**src/rtl/isr_sequencer.sv**
```systemverilog
// Interrupt sequencer for IO2/IO1/IO0: captures normal/fast request edges, requests the CPU, grants by priority.
// Optional one-level fast-over-normal nesting is enabled by defining FIQ_NEST_EN.
module isr_sequencer (
   input  logic       clk,
   input  logic       reset_n,
   input  logic [2:0] irq,
   input  logic [2:0] firq,
   input  logic       int_en,
   input  logic       int_ack,
   input  logic       isr_done,
   output logic       int_req,
   output logic [2:0] int_vec,
   output logic [2:0] cur_isr,
   output logic [5:0] pend,
   output logic       nested
);

   localparam int unsigned NSRC = 3;
   localparam int unsigned PW   = 2 * NSRC;
   localparam int unsigned CW   = 3;

   typedef enum logic [1:0] {IDLE, REQ, NSVC, FSVC} state_t;

   state_t          state, state_nxt;
   logic [NSRC-1:0] irq_q, firq_q;
   logic [PW-1:0]   rise, clr, pend_nxt;
   logic            int_req_nxt, ack;
   logic [CW-1:0]   int_vec_nxt, cur_isr_nxt;

   // Highest pending source: any fast beats any normal, IO2 > IO1 > IO0 within a class.
   function automatic logic [CW-1:0] prio(input logic [PW-1:0] p);
      if (p[5])      return CW'(4);
      else if (p[4]) return CW'(5);
      else if (p[3]) return CW'(6);
      else if (p[2]) return CW'(1);
      else if (p[1]) return CW'(2);
      else if (p[0]) return CW'(3);
      else           return CW'(0);
   endfunction

   function automatic logic [PW-1:0] grant_mask(input logic [CW-1:0] c);
      case (c)
         3'd1:    return PW'(6'b000100);
         3'd2:    return PW'(6'b000010);
         3'd3:    return PW'(6'b000001);
         3'd4:    return PW'(6'b100000);
         3'd5:    return PW'(6'b010000);
         3'd6:    return PW'(6'b001000);
         default: return '0;
      endcase
   endfunction

   assign rise = {firq & ~firq_q, irq & ~irq_q};
   // An ack counts only during a request cycle and loses to a same-cycle done.
   assign ack  = int_ack & int_req & ~isr_done;

`ifdef FIQ_NEST_EN
   logic [CW-1:0] saved, saved_nxt;
   logic          nested_nxt;
`endif

   always_comb begin
      state_nxt   = state;
      cur_isr_nxt = cur_isr;
      clr         = '0;
      int_req_nxt = 1'b0;
`ifdef FIQ_NEST_EN
      saved_nxt   = saved;
      nested_nxt  = nested;
`endif
      case (state)
         IDLE: if (int_en && (|pend)) state_nxt = REQ;
         REQ: begin
            if (isr_done && int_ack) begin
               state_nxt = IDLE;
            end else if (ack) begin
               cur_isr_nxt = int_vec;
               clr         = grant_mask(int_vec);
               state_nxt   = int_vec[2] ? FSVC : NSVC;
            end else if (!int_en) begin
               state_nxt = IDLE;
            end
         end
         NSVC: begin
            if (isr_done) begin
               cur_isr_nxt = '0;
               state_nxt   = IDLE;
            end
`ifdef FIQ_NEST_EN
            else if (ack) begin
               saved_nxt   = cur_isr;
               nested_nxt  = 1'b1;
               cur_isr_nxt = int_vec;
               clr         = grant_mask(int_vec);
               state_nxt   = FSVC;
            end
`endif
         end
         FSVC: begin
            if (isr_done) begin
`ifdef FIQ_NEST_EN
               if (nested) begin
                  cur_isr_nxt = saved;
                  nested_nxt  = 1'b0;
                  state_nxt   = NSVC;
               end else
`endif
               begin
                  cur_isr_nxt = '0;
                  state_nxt   = IDLE;
               end
            end
         end
         default: state_nxt = IDLE;
      endcase

      // Set wins over a same-cycle grant clear.
      pend_nxt = (pend & ~clr) | rise;

      if (state_nxt == REQ) int_req_nxt = 1'b1;
`ifdef FIQ_NEST_EN
      else if (state == NSVC && state_nxt == NSVC && int_en && (|pend[5:3])) int_req_nxt = 1'b1;
`endif
      int_vec_nxt = int_req_nxt ? prio(pend_nxt) : '0;
   end

   // Edge-detect registers reset high so inputs already asserted at release are not captured.
   always_ff @(posedge clk or negedge reset_n) begin
      if (!reset_n) begin
         state   <= IDLE;
         irq_q   <= '1;
         firq_q  <= '1;
         pend    <= '0;
         int_req <= 1'b0;
         int_vec <= '0;
         cur_isr <= '0;
      end else begin
         state   <= state_nxt;
         irq_q   <= irq;
         firq_q  <= firq;
         pend    <= pend_nxt;
         int_req <= int_req_nxt;
         int_vec <= int_vec_nxt;
         cur_isr <= cur_isr_nxt;
      end
   end

`ifdef FIQ_NEST_EN
   always_ff @(posedge clk or negedge reset_n) begin
      if (!reset_n) begin
         saved  <= '0;
         nested <= 1'b0;
      end else begin
         saved  <= saved_nxt;
         nested <= nested_nxt;
      end
   end
`else
   assign nested = 1'b0;
`endif

endmodule

```
**config.mk**
```make
export PLATFORM = sky130hd
export DESIGN_NAME = isr_sequencer
export DESIGN_NICKNAME = d
export VERILOG_FILES = /design/src/rtl/isr_sequencer.sv
export SDC_FILE = /design/constraint.sdc
export NUM_CORES = 1
export LEC_CHECK = 0
export CAP_MARGIN = 40
export CORE_MARGIN = 1
export CORE_UTILIZATION = 50
export CTS_CLUSTER_SIZE = 8
export DETAILED_ROUTE_END_ITERATION = 8
export PLACE_DENSITY = 0.82
export SLEW_MARGIN = 10
export SYNTH_ARGS = -nofsm -noshare
export SYNTH_HDL_FRONTEND = slang
export SYNTH_SLANG_ARGS = --single-unit
```
**constraint.sdc**
```tcl
create_clock -name clk -period 2.5 [get_ports clk]
set_clock_uncertainty 0.05 [all_clocks]
set_input_delay 0.25 -clock clk [delete_from_list [all_inputs] [get_ports clk]]
set_output_delay 0.25 -clock clk [all_outputs]
set_load 0.005 [all_outputs]
```
==> flow_metrics.tcl, run 1 <==
set metrics [dict create \
    setup.worst_path.start_class "input port" \
    synth_largest_area_cell "dfrtp_1" \
    grt_first_pass_wirelength_um 3100 \
    slowest_delay_ns 0.52 \
    ys_warn_count 0 \
    drive_gt1_share_pct 15.8 \
    cts_sinks 21 \
    die_area_mm2 0.00205 \
    synth_top_area_share_pct 40.1 \
    syn2layout_area_growth_pct 30.7 \
    dp_hpwl_um 1430 \
    worstHoldPathType "input port to asynchronous set/reset pin" \
    clock_latency_ns 0.30 \
    fin_crit_sh_pct 69.2 \
    start_util_pct 53.6 \
    synth.avg_cell_area_um2 10.8 \
    yosys-top-cells-area "dfrtp_1, dfstp_2, nand2_1" \
    die_width_um 45.3 \
    cellLeakagePower_uw 0.000477 \
    fin_util_pct 70.1 \
    io_buffer_count 23 \
    htreeDepth 1 \
    num_antenna_cells 0 \
    crit_buf_inv 1 \
    rsz0062_at_grt "no" \
    drc 0 \
    io_pins 25 \
    cpLargestDelayFamily "compound AO/OA/AOI/OAI gates" \
    finalPower_uw 782 \
    ant_nets 0 \
    drv_cap 0 \
    post_cts_buffers 0 \
    path_cells "clkdlybuf4s50_1 > and3b_2 > nand3_2 > a221o_1 > o31a_1" \
    ctsHoldBuffers 0 \
    gp_congestion 0.870 \
    synthCells 87 \
    cpMaxStageDelayCell "clkdlybuf4s50_1" \
    outcome "complete, no violations" \
    antenna_found_initial 0 \
    endpoint_kind "flip-flop" \
    grt_overflow 0 \
    critPathArrivalTime_ns 1.88 \
    period_minus_slack_ns 1.73 \
    drt-wirelength-per-cell_um 13.5 \
    drt_iter0_drc 14 \
    final.setup.tns_ns 0 \
    grt_usage_pct 22.1 \
    pwr_density_cell_mw_per_mm2 639 \
    core-area_mm2 0.00175 \
    first_pass_iters 4 \
    fin_nets 126 \
    synth-seq-area-share_pct 57.0 \
    num_rows 15 \
    cts_resized 0 \
    hold_viol 0 \
    cts.clk_slew.worst_paths_ns 0.11 \
    crit_path_max_fanout 8 \
    setup-violations-final 0 \
    syn_area_um2 936 \
    max_freq_ghz 0.578 \
    vias_per_cell 5.56 \
    required_ns 2.65 \
    synth.net_count 98 \
    synth_seq_cells 21 \
    yosysUniqueCellTypes 34 \
    fill_cells 125 \
    grt_pass1_vias 705 \
    critical_path_class "input port to flip-flop" \
    peakVddDrop_mv 0.502 \
    vias 773 \
    ctsLongestPathBuffers 2 \
    numCtsBuffers 3 \
    cts_tree "built" \
    grt_max_degree 22 \
    clockRootBuffer "clkbuf_4" \
    die_y_um 45.3 \
    routed_wl_um 1870 \
    slew_violations 0 \
]
## layer usage
metal	global-route usage [%]	share of wire, %	routed length (um)
met5	0	0	0
met4	14.5	3.0	56
met3	5.20	4.9	91
met2	34.2	47	887
met1	27.4	45	838
## power by group
group	total (uW)	leakage [uW]	switching, uW	internal, uW
logic	201	0.000227	89.5	111
clock network	159	0.0000150	96.4	62.2
registers	423	0.000236	40.3	382
total	782	0.000477	226	556
## cell usage after synthesis
master and count:
a211oi_1 1, dfstp_2 6, o211ai_1 2, a221o_1 1, a21boi_1 1, nand3_1 5
a31o_2 1, or3b_4 1, nand4_1 1, nand3_2 1, dfrtp_1 15, nor2_1 6
inv_1 6, and3b_2 1, a31oi_1 1, a211oi_2 1, and2b_2 1, a2111oi_0 1
nand3b_1 1, buf_4 1, o21ai_2 1, nand2_1 9, and2_1 1, o31a_1 1
nor4_1 1, a21oi_1 4, o21a_1 1, conb_1 1, o21bai_1 1, nor2b_1 5
o31ai_4 1, nand2b_1 4, o21ai_1 1, o21ai_0 2
## cells in the final DEF (no fill, tap or decap), types with 2 or more instances in the layout
master,n
a21oi_1,4
clkbuf_4,3
clkdlybuf4s50_1,23
dfrtp_1,15
dfstp_2,6
inv_1,6
nand2_1,9
nand2b_1,4
nand3_1,5
nor2_1,6
nor2b_1,5
o211ai_1,2
o21ai_0,2
## registers in the layout (all words and copies together) (netlist names)
signal,cells
cur_isr,3
irq_q,3
state,2
int_req,1
int_vec,3
pend,6
firq_q,3
## cell type report
class | instances | area [um2] | share of cell area (%)
multi-input combinational | 59 | 373 | 30.5
clock buffer | 4 | 26.3 | 2.15
timing repair buffer | 24 | 238 | 19.4
tap | 25 | 31.3 | 2.56
sequential | 21 | 533 | 43.6
inverter | 6 | 22.5 | 1.84
## per-stage QoR
step	area, um2	hold WS (ns)	setup WS (ns)	cells
after floorplan	936	-0.0956	0.942	87
after global placement	1200	0.437	0.486	135
after detailed placement	1200	0.444	0.458	135
after CTS	1220	0.233	0.786	139
after global routing	1220	0.229	0.674	139
final	1220	0.229	0.770	139
## final timing paths
path | startpoint | to | slack (ns) | cells after the start
hold reg to reg | cur_isr[1] | cur_isr[1] | 0.46 | 2
max in group asynchronous | reset_n | irq_q[2] | 1.91 | 2
min in group clk | irq[1] | irq_q[1] | 0.31 | 1
hold / removal | reset_n | int_vec[2] | 0.23 | 2
setup / recovery | isr_done | int_vec[2] | 0.77 | 5
setup reg to reg | state[1] | int_vec[1] | 0.81 | 5
## cell families (layout without fill, tap and decap cells)
| logic type | Yosys count | count (layout) | share of synthesized area, % |
|---|---|---|---|
| other cells | 1 | 1 | 0.401 |
| buf+inv | 7 | 34 | 3.21 |
| flops | 21 | 21 | 57.0 |
| simple gates | 37 | 37 | 21.8 |
| compound gates | 21 | 21 | 17.6 |
(Power assumes the default switching activity.)
==> run 2, diff against run 1 <==
CORE_ASPECT_RATIO = 0.6   (was default)
CORE_UTILIZATION = 42   (was 50)
PLACE_DENSITY = 0.74   (was 0.82)
clock period = 1.5 ns   (was 2.5 ns; I/O delays follow)
==> flow_metrics.tcl, run 2 (synthesis gave the netlist of run 1 again) <==
set metrics [dict create \
    fin_area_mm2 0.00150 \
    crit_path_max_fanout 3 \
    slew_violations 0 \
    cts.clk_slew.worst_paths_ns 0.07 \
    first_pass_iters 4 \
    vias 847 \
    reg2reg_slack_ns -0.15 \
    drc 0 \
    drt_iter0_drc 56 \
    multi_input_area_um2 409 \
    num_rows 12 \
    reg2reg_depth 5 \
    ctsLongestPathBuffers 2 \
    fin_hold_ws_ns 0.187 \
    fin_crit_sh_pct 110 \
    start_util_pct 47.6 \
    grt_usage_pct 21.9 \
    met1_length_um 1140 \
    cts_tree "built" \
    vias_per_cell 5.07 \
    place_ws_ns -0.347 \
    io_pins 25 \
    fill_cells 130 \
    peakVddDrop_mv 0.764 \
    critical_path_class "flip-flop to flip-flop" \
    die_y_um 38.6 \
    io_buffer_count 23 \
    die_width_um 62.9 \
    gp_congestion 1.02 \
    pwr_density_cell_mw_per_mm2 1030 \
    grt_max_degree 22 \
    ant_nets 0 \
    num_antenna_cells 0 \
    top_layer_used "met4" \
    final_common_cell "buf_4" \
    final_cell_mix "buf_4, clkdlybuf4s50_1, dfrtp_1" \
    period_minus_slack_ns 1.65 \
    grt_first_pass_wirelength_um 3720 \
    drive_gt1_share_pct 35.3 \
    grt_pass1_vias 811 \
    setup-violations-final 4 \
    ctsHoldBuffers 0 \
    fin_nets 151 \
    regMostFlops "pend" \
    cts_sinks 21 \
    final.setup.tns_ns -0.402 \
    wl_met3_um 231 \
    numCtsBuffers 3 \
    fin_util_pct 76.1 \
    required_ns 1.62 \
    place_area_mm2 0.00137 \
    worstHoldPathType "input port to asynchronous set/reset pin" \
    cellLeakagePower_uw 0.000669 \
    drt-wirelength-per-cell_um 14.9 \
    r2r_start "state[1]" \
    syn2layout_area_growth_pct 60.0 \
    rsz0062_at_grt "yes" \
    hold_viol 0 \
    clock_latency_ns 0.26 \
    largest_reg_flops 6 \
    critPathArrivalTime_ns 1.77 \
    crit_start "state[1]" \
    die_area_mm2 0.00243 \
    endpoint_kind "flip-flop" \
    drv_cap 0 \
    core-area_mm2 0.00197 \
    wl_met2_um 1100 \
    clockRootBuffer "clkbuf_8" \
    regArea_um2 533 \
    htreeDepth 1 \
    fin_ws_ns -0.149 \
    antenna_found_initial 0 \
    violations "setup timing" \
    max_freq_ghz 0.606 \
    setup.worst_path.start_class "flip-flop" \
    dp_hpwl_um 1680 \
    grt_overflow 0 \
    routed_wl_um 2490 \
    outcome "finished with violations" \
]
## run 2: power by group
group          leakage, uW  switching (uW)  internal (uW)
combinational     0.000410             205            290
sequential        0.000236            56.2            638
clock            0.0000228             172            189
## run 2: final timing paths
path,end
max,int_vec[1]
min,pend[4]
max reg2reg,int_vec[1]
min reg2reg,cur_isr[0]
max in group asynchronous,firq_q[2]
min in group clk,firq_q[2]
## run 2: layout make-up
| type | count | share of cell area (%) |
|---|---|---|
| Clock buffer | 4 | 3.01 |
| Multi-Input combinational cell | 59 | 27.3 |
| Sequential cell | 21 | 35.6 |
| Timing Repair Buffer | 49 | 30.2 |
| Tap cell | 28 | 2.34 |
| Inverter | 6 | 1.50 |
## run 2: metrics by stage
step                      total power [uW]  instances
after floorplan                        872         87
after global placement                1130        159
final                                 1550        167
after global routing                  1630        167
after detailed placement              1140        159
after CTS                             1530        165
## run 2: what timing repair did
item	in CTS	in global routing
pin swaps	2	5
gates resized for setup	0	16
setup buffers	2	2
endpoints found under the setup margin	3	10
## run 2: metal layers
layer	track usage (%)	vias up
li1	-	403
met1	27.8	398
met2	34.7	44
met3	7.14	2
met4	9.88	0
met5	0	-
## run 2: worst max-delay path, stage by stage (launching register included)
cell and delay, ns:
dfrtp_1 0.42, or3b_4 0.44, o31ai_4 0.19, o21ai_2 0.12
nand2b_4 0.16, a211oi_2 0.19
==> run 3, diff against run 2 <==
CAP_MARGIN = 5   (was 40)
==> results of run 3 <==
The final DEF is identical to that of run 2; final timing and power are the same.
